--- config.mk ---
export PLATFORM = sky130hd
export DESIGN_NAME = datamover_ctrl_fsm
export DESIGN_NICKNAME = d
export VERILOG_FILES = /design/src/rtl/datamover_ctrl_fsm.sv
export SDC_FILE = /design/constraint.sdc
export NUM_CORES = 1
export LEC_CHECK = 0
export CORE_UTILIZATION = 43
export CTS_CLUSTER_DIAMETER = 80
export CTS_CLUSTER_SIZE = 8
export DETAILED_ROUTE_END_ITERATION = 8
export GPL_ROUTABILITY_DRIVEN = 0
export PLACE_DENSITY = 0.85
export SYNTH_ARGS = -nofsm -noshare
export SYNTH_HDL_FRONTEND = slang
export SYNTH_SLANG_ARGS = --single-unit
--- constraint.sdc ---
create_clock -name clk_i -period 3.4 [get_ports clk_i]
set_input_delay 0.68 -clock clk_i [delete_from_list [all_inputs] [get_ports clk_i]]
set_output_delay 0.68 -clock clk_i [all_outputs]
set_load 0.02 [all_outputs]
--- src/rtl/datamover_ctrl_fsm.sv ---
// ======================================================================
// datamover_ctrl_fsm: job sequencer issuing source/sink streamer starts
// Revision: 1.0 - initial release
// ======================================================================
`default_nettype none

module datamover_ctrl_fsm #(
  parameter int unsigned ADDR_WIDTH = 32,
  parameter int unsigned LEN_WIDTH  = 16
) (
  input  logic                  clk_i,
  input  logic                  rst_ni,
  input  logic                  clear_i,
  input  logic                  start_i,
  input  logic [ADDR_WIDTH-1:0] src_addr_i,
  input  logic [ADDR_WIDTH-1:0] dst_addr_i,
  input  logic [LEN_WIDTH-1:0]  len_i,
  output logic                  src_req_start_o,
  output logic                  snk_req_start_o,
  output logic [ADDR_WIDTH-1:0] src_base_addr_o,
  output logic [ADDR_WIDTH-1:0] snk_base_addr_o,
  output logic [LEN_WIDTH-1:0]  src_tot_len_o,
  output logic [LEN_WIDTH-1:0]  snk_tot_len_o,
  input  logic                  src_ready_start_i,
  input  logic                  snk_ready_start_i,
  input  logic                  src_done_i,
  input  logic                  snk_done_i,
  input  logic                  tcdm_fifo_empty_i,
  input  logic                  beat_valid_i,
  input  logic                  beat_ready_i,
  output logic                  busy_o,
  output logic                  done_o,
  output logic                  err_o,
  output logic [LEN_WIDTH-1:0]  beat_cnt_o
);

  localparam logic [2:0] c_IDLE  = 3'd0;
  localparam logic [2:0] c_ISSUE = 3'd1;
  localparam logic [2:0] c_RUN   = 3'd2;
  localparam logic [2:0] c_DRAIN = 3'd3;
  localparam logic [2:0] c_DONE  = 3'd4;

  localparam logic [LEN_WIDTH-1:0] c_ONE = {{(LEN_WIDTH-1){1'b0}}, 1'b1};

  logic [2:0]            state_q,    state_d;
  logic [ADDR_WIDTH-1:0] src_addr_q, src_addr_d;
  logic [ADDR_WIDTH-1:0] dst_addr_q, dst_addr_d;
  logic [LEN_WIDTH-1:0]  len_q,      len_d;
  logic [LEN_WIDTH-1:0]  beat_cnt_q, beat_cnt_d;
  logic                  src_pend_q, src_pend_d;
  logic                  snk_pend_q, snk_pend_d;
  logic                  src_done_q, src_done_d;
  logic                  snk_done_q, snk_done_d;
  logic                  err_q,      err_d;

  logic w_busy;
  logic w_src_issue;
  logic w_snk_issue;

  // Requests are suppressed while reset or clear is being applied so no streamer starts on an aborted job.
  assign w_busy      = (state_q == c_ISSUE) || (state_q == c_RUN) || (state_q == c_DRAIN);
  assign w_src_issue = rst_ni && !clear_i && (state_q == c_ISSUE) && src_pend_q && src_ready_start_i;
  assign w_snk_issue = rst_ni && !clear_i && (state_q == c_ISSUE) && snk_pend_q && snk_ready_start_i;

  always_ff @(posedge clk_i) begin
    if (!rst_ni) begin
      state_q    <= c_IDLE;
      src_addr_q <= '0;
      dst_addr_q <= '0;
      len_q      <= '0;
      beat_cnt_q <= '0;
      src_pend_q <= 1'b0;
      snk_pend_q <= 1'b0;
      src_done_q <= 1'b0;
      snk_done_q <= 1'b0;
      err_q      <= 1'b0;
    end else begin
      state_q    <= state_d;
      src_addr_q <= src_addr_d;
      dst_addr_q <= dst_addr_d;
      len_q      <= len_d;
      beat_cnt_q <= beat_cnt_d;
      src_pend_q <= src_pend_d;
      snk_pend_q <= snk_pend_d;
      src_done_q <= src_done_d;
      snk_done_q <= snk_done_d;
      err_q      <= err_d;
    end
  end

  always_comb begin
    state_d    = state_q;
    src_addr_d = src_addr_q;
    dst_addr_d = dst_addr_q;
    len_d      = len_q;
    beat_cnt_d = beat_cnt_q;
    src_pend_d = src_pend_q;
    snk_pend_d = snk_pend_q;
    src_done_d = src_done_q;
    snk_done_d = snk_done_q;
    err_d      = err_q;

    if (w_busy && beat_valid_i && beat_ready_i && (beat_cnt_q != '1)) begin
      beat_cnt_d = beat_cnt_q + c_ONE;
    end
    if (state_q != c_IDLE) begin
      if (src_done_i) src_done_d = 1'b1;
      if (snk_done_i) snk_done_d = 1'b1;
      // A sink completion before its start went out means the streamer is out of step.
      if (snk_done_i && snk_pend_q && !w_snk_issue) err_d = 1'b1;
    end
    if (w_src_issue) src_pend_d = 1'b0;
    if (w_snk_issue) snk_pend_d = 1'b0;

    case (state_q)
      c_IDLE: begin
        if (start_i) begin
          src_addr_d = src_addr_i;
          dst_addr_d = dst_addr_i;
          len_d      = len_i;
          beat_cnt_d = '0;
          src_pend_d = (len_i != '0);
          snk_pend_d = (len_i != '0);
          src_done_d = 1'b0;
          snk_done_d = 1'b0;
          err_d      = 1'b0;
          state_d    = (len_i != '0) ? c_ISSUE : c_DONE;
        end
      end
      c_ISSUE: begin
        if ((!src_pend_q || w_src_issue) && (!snk_pend_q || w_snk_issue)) state_d = c_RUN;
      end
      c_RUN: begin
        if (src_done_q && snk_done_q) state_d = c_DRAIN;
      end
      c_DRAIN: begin
        if (tcdm_fifo_empty_i) begin
          state_d = c_DONE;
          if (beat_cnt_q != len_q) err_d = 1'b1;
        end
      end
      c_DONE:  state_d = c_IDLE;
      default: state_d = c_IDLE;
    endcase

    if (clear_i) begin
      state_d    = c_IDLE;
      src_addr_d = '0;
      dst_addr_d = '0;
      len_d      = '0;
      beat_cnt_d = '0;
      src_pend_d = 1'b0;
      snk_pend_d = 1'b0;
      src_done_d = 1'b0;
      snk_done_d = 1'b0;
      err_d      = 1'b0;
    end
  end

  always_comb begin
    busy_o          = w_busy;
    done_o          = (state_q == c_DONE);
    err_o           = err_q;
    beat_cnt_o      = beat_cnt_q;
    src_req_start_o = w_src_issue;
    snk_req_start_o = w_snk_issue;
    src_base_addr_o = src_addr_q;
    snk_base_addr_o = dst_addr_q;
    src_tot_len_o   = len_q;
    snk_tot_len_o   = len_q;
  end

endmodule

`default_nettype wire

---- Word level (Yosys, flattened, before mapping) ----
Cells that the tools add are included.
Widths: inputs -> output; s select.
cells by class
  bitwise operators ....................... 1
  muxes and demuxes ....................... 29
  reduce and logical (&&, ||, !) cells .... 27
  $add $sub $neg .......................... 1
  equal/unequal tests ..................... 10
operator list
  kind                   count
  $mux 16                3
  $mux 1                 19
  $add 16x1->16 const B  1
  $ne 16x16->1           1
  $ne 16x16->1 const B   1
  $reduce_bool 16->1     1
  $mux 3                 5
  $logic_and 1x1->1      13
  $pmux 3 s4             1
  $eq 3x2->1 const B     2
  $logic_not 1->1        4
  $logic_or 1x1->1       4
  $ne 2x1->1 const B     2
  $ne 2x2->1 const B     2
  $reduce_and 4->1       1
  $eq 3x1->1 const B     1
  $eq 3x3->1 const B     1
  $logic_not 3->1        1
  $reduce_bool 3->1      1
  $pmux 1 s2             1
  $reduce_and 2->1       1
  $reduce_or 2->1        1
  $not 1->1              1
word-level totals
  register bits ........................... 104
  word-level logic and storage cells ...... 78

---- Longest topological paths before layout ----
Gate-level depths: netlist of the first run.
  word-level depth ........................ 12
  gate-level depth with buffers ........... 7
  mapped depth without buffers ............ 5

---- Worst setup path before layout of the first run ----
No wires, ideal clock.
  path kind ............................... input -> output
  start ................................... input clear_i
  end ..................................... output snk_req_start_o
  required time ........................... 2.720 ns
  buffers on the path ..................... 0
  stages .................................. 3
  slack ................................... 1.249 ns
  arrival time ............................ 1.471 ns
  cell sequence ........................... nand2b_1 -> nor4_1 -> and3_1
on the way
  word-level cells in the longest chain between the ends .. 5
RTL lines
  item                             RTL line  RTL
  from (decl)                      13        input logic clear_i,
  $logic_not 1->1                  63        assign w_snk_issue = rst_ni && !clear_i && (state_q == c_ISSUE) && snk_pend_q && snk_ready_start_i;
  $logic_and 1x1->1 (4 in series)  63
  to (decl)                        19        output logic snk_req_start_o,
No other way between the ends.

---- Final worst setup path of the first run ----
  start ................................... input clear_i
  end ..................................... output src_req_start_o
on the way
  word-level cells in the longest chain between the ends .. 5
RTL lines
  item                             RTL line  RTL
  $logic_not 1->1                  62        assign w_src_issue = rst_ni && !clear_i && (state_q == c_ISSUE) && src_pend_q && src_ready_start_i;
  $logic_and 1x1->1 (4 in series)  62
  to (decl)                        18        output logic src_req_start_o,
No other way between the ends.

==> impl_results.md, run 1 <==
* DR pass1 iterations at 5
* Net Count, Synth at 475
* Number of cell rows at 35
* Final core occ at 68.7%
* Asr flop ratio synth at 0%
* Core area at 9240 um2
* Post-route ant nets at 0
* Unrepaired setup endpoints after global routing: false
* Gr busiest metal: met2
* Aggregate global routing overflow at 0
* Total number of vias at 3,773
* Final Routed Wirelength at 12.7 mm
* Worst setup SP type: input port
* CTS buffer count at 9
* Initial antenna violation count at 0
* Post-layout instance count excluding filler cells at 694
* FMAX at 317 MHz
* Cell Chain, Critical Path: clkdlybuf4s50_1 > nand2b_1 > nor4_1 > buf_4 > and3_1 > clkdlybuf4s50_1
* CP Data Required Time at 2.72 ns
* Pwr dens at 394 nW/um2
* Clock-pin slew on the worst setup and hold paths at 0.09 ns
* Total negative slack at 0 ns
* Register Area at 2080 um2
* Slowest cell on crit path: clkdlybuf4s50_1
* Clk Latency, worst-skew pair at 0.35 ns
* Number of synthesized flops with an enable pin at 0
* Area growth syn-to-layout at 54.7%
* DIE HEIGHT at 99.7 um
* Starting DRT DRC Count at 132
* GR Layer Usage met3 at 9.49%
* Vias per cell at 5.44
* Worst Path Buf+Inv at 3
* Critical path capture point type: output pin
* CP delay by family, top: buffers and inverters
* Worst hold margin at 0.485 ns
* Crit Path Class: in2out
* # setup viols final at 0
* Fin. max-slew vios at 0
* Most used cell, CP: clkdlybuf4s50_1
* DR WL/cell at 18.3 um
* Lkg Pwr at 2.24 nW
* Full die area at 9950 um2
* Flops & latches, synth at 104
* Vias in the first global route at 3,893
* Pin count of the biggest net entering global routing at 84
* Post-synthesis cell count at 383
* DP Wirelength at 9.48 mm
* Critical path fanouts, max at 4
* Worst EP arrival at 2.47 ns
* Syn_area_per_cell at 10.7 um2
* Maximum clock path buffer count at 2
* Final Skew at 0.0136 ns
* Root buf cell: clkbuf_8
* Post-CTS Hold Buffers at 0
* Filler Cells Inserted at 678
* Max incr delay on CP at 0.61 ns
* I/O Buffers at 207
* Total GRT Usage at 25.6%
* Synthesized area at 4110 um2
* Nets@finish at 652
* GRT met1 Usage at 27.5%
* Final hold violation count at 0
* H-tree Lvls at 3
* Antenna diodes at 0
* Placed Cells incl. Taps at 678
* Synth warn at 0
* Max Cap Viol at 0
* Hold WC Path Type: reg2reg
* Status: finished, final reports clean
* Setup bufs post-CTS at 0
* Ports at 208
* Synth Flop Type: dfxtp_1
* First-pass GRT wire length at 19.9 mm
* Post-layout min period at 3.15 ns
* Period utilization at 92.8%
* Multi-input logic area at 1750 um2
* Library cells used by synthesis at 48
* GRT met2 Usage at 45.9%
* Initial Utilization at 44.4%
* Worst slew pin tran at 1.04 ns
* Slew headroom at 29.9%
* Total clock sinks at 104
* Sequential area share after synthesis at 50.7%
* DRC at 0
* TritonCTS clock tree: yes
* Layout cell share with drive strength beyond 1 at 5.49%
* Die Wd at 99.7 um
* Post-CTS sizing at 0
* Worst vdd ir at 327 uV
## power breakdown
part           total (mW)  internal (mW)  switching [mW]
logic               0.349          0.198           0.151
registers            1.28           1.25          0.0293
clock network       0.870          0.430           0.440
## worst reg2reg max path: stages (launching register included)
cell,delay [ns]
dfxtp_1,0.50
ha_1,0.24
nand3_1,0.21
nor4_2,0.91
or4_1,0.22
a21oi_1,0.06
## cell type report
class,instances,area share [%]
flip-flops and latches,104,32.8
well taps,129,2.54
inverters,5,0.335
multi-input cells,230,27.6
repair buffers,210,33.2
clock inverters,6,1.58
clock buffers,10,2.01
## placed cells by master, fill, tap and decap left out, types with 4 or more instances in the layout
cell type,n
clkdlybuf4s50_1,207
dfxtp_1,104
a22o_1,80
a21oi_1,18
xnor2_1,16
nand4_1,11
o31ai_1,10
or4_1,10
clkbuf_8,9
nand3_1,8
nand2_1,8
nor4_1,7
nor2_1,6
and3_1,5
nor2b_1,4
## synthesized netlist by cell type, types with 2 or more instances
master / number / area [um2]
dfxtp_1: 104 / 2080
a22o_1: 80 / 701
buf_2: 24 / 120
a21oi_1: 18 / 90.1
buf_4: 17 / 128
xnor2_1: 16 / 140
nand4_1: 11 / 68.8
o31ai_1: 10 / 75.1
or4_1: 10 / 75.1
nand2_1: 8 / 30.0
nand3_1: 8 / 40.0
nor2_1: 7 / 26.3
nor4_1: 7 / 43.8
and3_1: 5 / 31.3
nor2b_1: 4 / 25.0
a31o_1: 3 / 26.3
and4_1: 3 / 26.3
clkbuf_1: 3 / 11.3
inv_1: 3 / 11.3
nand2b_1: 3 / 18.8
nand3b_1: 3 / 22.5
o41ai_1: 3 / 26.3
or3_1: 3 / 18.8
a2111oi_0: 2 / 17.5
nand4_4: 2 / 42.5
nand4b_1: 2 / 17.5
nor3_1: 2 / 10.0
o21ai_1: 2 / 10.0
## layer usage
metal / up-vias / part of all wire (%)
li1: 1810 / -
met1: 1805 / 37
met2: 140 / 53
met3: 18 / 7.5
met4: 0 / 2.5
met5: - / 0
## stage by stage
| step | setup WS, ns | power, mW | instance area [um2] |
|---|---|---|---|
| 2_1_floorplan | 1.25 | 1.45 | 4110 |
| 5_1_grt | 0.148 | 2.60 | 6350 |
| 6_report | 0.246 | 2.50 | 6350 |
| 3_3_place_gp | 0.292 | 1.65 | 6120 |
| 4_1_cts | 0.243 | 2.52 | 6350 |
| 3_5_place_dp | 0.262 | 1.66 | 6120 |
## logic make-up after synthesis
kind of cell / Yosys count / share of synthesized area (%)
buffers and inverters: 49 / 6.83
AOI/OAI and AO/OA: 127 / 24.7
adders and majority gates: 1 / 0.305
and+or+nand+nor: 86 / 14.0
DFF: 104 / 50.7
xor gates and xnor gates: 16 / 3.41
## sequential cells by signal, indices dropped and copies added (netlist names)
signal           flops
beat_cnt_o          16
err_o                1
snk_base_addr_o     32
snk_done_q           1
snk_pend_q           1
snk_tot_len_o       16
src_base_addr_o     32
src_done_q           1
src_pend_q           1
state_q              3
## path summary, 6_finish.rpt
kind,startpoint,endpoint,slack (ns),cells after the start
worst max-delay path,clear_i,src_req_start_o,0.25,6
worst min register to register,snk_base_addr_o[24]$_SDFFE_PP0P_,snk_base_addr_o[24]$_SDFFE_PP0P_,0.48,1
worst max register to register,beat_cnt_o[0]$_SDFF_PP0_,beat_cnt_o[6]$_SDFF_PP0_,1.12,5
worst min-delay path,snk_base_addr_o[24]$_SDFFE_PP0P_,snk_base_addr_o[24]$_SDFFE_PP0P_,0.48,1
Note: power is estimated with default switching activity, not from simulation.
==> run 2: changes to the inputs <==
--- a/config.mk
+++ b/config.mk
@@ -5,12 +5,14 @@
 export SDC_FILE = /design/constraint.sdc
 export NUM_CORES = 1
 export LEC_CHECK = 0
-export CORE_UTILIZATION = 43
+export CELL_PAD_IN_SITES_DETAIL_PLACEMENT = 0
+export CELL_PAD_IN_SITES_GLOBAL_PLACEMENT = 1
+export CORE_UTILIZATION = 32
 export CTS_CLUSTER_DIAMETER = 80
 export CTS_CLUSTER_SIZE = 8
 export DETAILED_ROUTE_END_ITERATION = 8
 export GPL_ROUTABILITY_DRIVEN = 0
-export PLACE_DENSITY = 0.85
+export PLACE_DENSITY_LB_ADDON = 0.1
 export SYNTH_ARGS = -nofsm -noshare
 export SYNTH_HDL_FRONTEND = slang
 export SYNTH_SLANG_ARGS = --single-unit
==> run 2 against run 1 <==
  * Non-clock buffer count up 2
  * Critical path type unchanged
  * Via count is 1.0% lower
  * Setup slack improved by 0.0069 ns
  * Critical path depth did not move
  * Sequential power hardly changed
  * Sequential share of layout area decreased by 1.0 points
  * Clock-buffer cell count is the same
  * Power is 11% higher
  * Utilization fell by 17 points
==> impl_results.md, run 2 (synthesized netlist as in run 1, its figures left out) <==
* Sw Share at 23.4% (-1.4 points)
* I/O Buffers at 207 (unchanged)
* Clock-pin slew on the worst setup and hold paths at 0.07 ns (-0.02 ns)
* Unrepaired setup endpoints after global routing: false
* Hold depth at 2 (+1)
* Register Area at 2080 um2 (unchanged)
* Ports at 208 (unchanged)
* Core area at 12,600 um2 (+36%)
* Final Skew at 0.0107 ns (-0.00290 ns)
* FMAX at 318 MHz (+0.22%)
* Critical path fanouts, max at 4 (unchanged)
* H-tree Lvls at 3 (unchanged)
* Area growth syn-to-layout at 59.6%
* CTS buffer count at 9 (unchanged)
* Pin count of the biggest net entering global routing at 53 (-37%)
* DIE HEIGHT at 115 um (+16%)
* Post-route ant nets at 0 (unchanged)
* Initial antenna violation count at 1 (+1)
* Fin. max-slew vios at 0 (unchanged)
* Worst EP arrival at 2.47 ns (about the same)
* Commonest non-fill, non-tap cells in the layout: clkdlybuf4s50_1 (207), dfxtp_1 (104), a22o_1 (80), a21oi_1 (18), xnor2_1 (16)
* Lkg Pwr at 2.31 nW (+3.0%)
* Critical path capture point type: output pin
* Total GRT Usage at 19.2% (-6.4 points)
* TritonCTS clock tree: yes
* Clk Latency, worst-skew pair at 0.34 ns (about the same)
* Status: finished, final reports clean
* R2R setup slack at 1.41 ns (+0.29 ns)
* Final core occ at 52.2% (-17 points)
* Number of cell rows at 41 (+17%)
* Max Cap Viol at 0 (unchanged)
* Setup Slack @ Placement at 0.258 ns (-0.00433 ns)
* Post-layout min period at 3.15 ns (-0.00694 ns)
* Slew headroom at 46.1% (+16 points)
* Multi-input logic area at 1750 um2 (unchanged)
* Total clock sinks at 104 (unchanged)
* Post-CTS sizing at 0 (unchanged)
* DR pass1 iterations at 4 (-1)
* Nets@finish at 654 (+0.31%)
* Total number of vias at 3,735 (-1.0%)
* Total negative slack at 0 ns (unchanged)
* DP Wirelength at 9.56 mm (+0.88%)
* Worst slew pin tran at 0.808 ns (-0.234 ns)
* Root buf cell: clkbuf_16
* CP Data Required Time at 2.72 ns (about the same)
* Logic pwr share at 12.5% (-1.5 points)
* Filler Cells Inserted at 1,138 (+68%)
* Final worst slack at 0.253 ns (+0.00694 ns)
* Sequential share of power at 46.1% (-5.2 points)
* DRC at 0 (unchanged)
* DR WL/cell at 17.3 um (-5.8%)
* Setup bufs post-CTS at 0 (unchanged)
* Die Wd at 115 um (+16%)
* Commonest non-fill, non-tap cell in the layout: clkdlybuf4s50_1
* Full die area at 13,300 um2 (+34%)
* Worst r2r path cells at 4 (-1)
* Starting DRT DRC Count at 162 (+23%)
* Psw at 0.652 mW (+5.2%)
* # setup viols final at 0 (unchanged)
* Crit Path Class: in2out
* Clock share of power at 41.4% (+6.6 points)
* Vias per cell at 5.05 (-7.0%)
* Period utilization at 92.6% (-0.20 points)
* Worst vdd ir at 308 uV (-5.9%)
* Post-CTS Hold Buffers at 0 (unchanged)
* Final Routed Wirelength at 12.8 mm (+0.31%)
* Worst hold margin at 0.474 ns (-0.0105 ns)
* Final hold violation count at 0 (unchanged)
* Maximum clock path buffer count at 2 (unchanged)
* Aggregate global routing overflow at 0 (unchanged)
* Initial Utilization at 32.7% (-12 points)
* Antenna diodes at 0 (unchanged)
* First-pass GRT wire length at 19.5 mm (-2.1%)
* Worst setup SP type: input port
* Vias in the first global route at 3,686 (-5.3%)
* Hold WC Path Type: reg2reg
* Internal power at 2.13 mW (+13%)
* Layout cell share with drive strength beyond 1 at 6.00% (+0.51 points)
* Pwr dens at 425 nW/um2 (+7.9%)
run 2: cell types whose count changed in the layout (fill, tap and decap cells not counted):
cell / change
buf_12: +2
clkbuf_1: -1
clkbuf_16: +9
clkbuf_8: -8
inv_6: +1
inv_8: -1
run 2: final cells by class:
type                            count  area share [%]
Multi-Input combinational cell    230            26.7
Timing Repair Buffer              212            32.8
Inverter                            5           0.324
Clock inverter                      6            1.49
Sequential cell                   104            31.8
Clock buffer                       10            3.65
Tap cell                          172            3.28
run 2: metal layers:
layer / routed length (um) / GRT usage [%] / vias to the layer above
met5: 0 / 0 / -
met2: 6170 / 31.6 / 126
met1: 5360 / 23.0 / 1770
met3: 1060 / 7.17 / 12
met4: 186 / 6.58 / 0
li1: - / - / 1827
run 2: power groups by stage:
| stage | clock (mW) | combinational (mW) | sequential (mW) |
|---|---|---|---|
| 2_1_floorplan | 0 | 0.107 | 1.34 |
| 3_3_place_gp | 0 | 0.349 | 1.31 |
| 3_5_place_dp | 0 | 0.352 | 1.31 |
| 4_1_cts | 1.18 | 0.352 | 1.28 |
| 5_1_grt | 1.24 | 0.370 | 1.29 |
| 6_report | 1.15 | 0.348 | 1.28 |
run 2: worst max-delay path, stage by stage:
cell and delay, ns:
clkdlybuf4s50_1 0.45, nand2b_1 0.23, nor4_1 0.20, buf_4 0.17, and3_1 0.15, clkdlybuf4s50_1 0.60
run 2: path summary, 6_finish.rpt:
kind,from,end
max,clear_i,src_req_start_o
min reg2reg,src_done_q$_SDFF_PP0_,src_done_q$_SDFF_PP0_
min,src_done_q$_SDFF_PP0_,src_done_q$_SDFF_PP0_
max reg2reg,state_q[2]$_SDFFE_PP0P_,snk_base_addr_o[23]$_SDFFE_PP0P_
run 2: metrics by stage:
| step | power (mW) | area (um2) | std cells |
|---|---|---|---|
| floorplan | 1.45 | 4110 | 383 |
| global placement | 1.66 | 6220 | 723 |
| detailed placement | 1.66 | 6220 | 723 |
| CTS | 2.82 | 6560 | 739 |
| global route | 2.89 | 6560 | 739 |
| finish | 2.78 | 6560 | 739 |
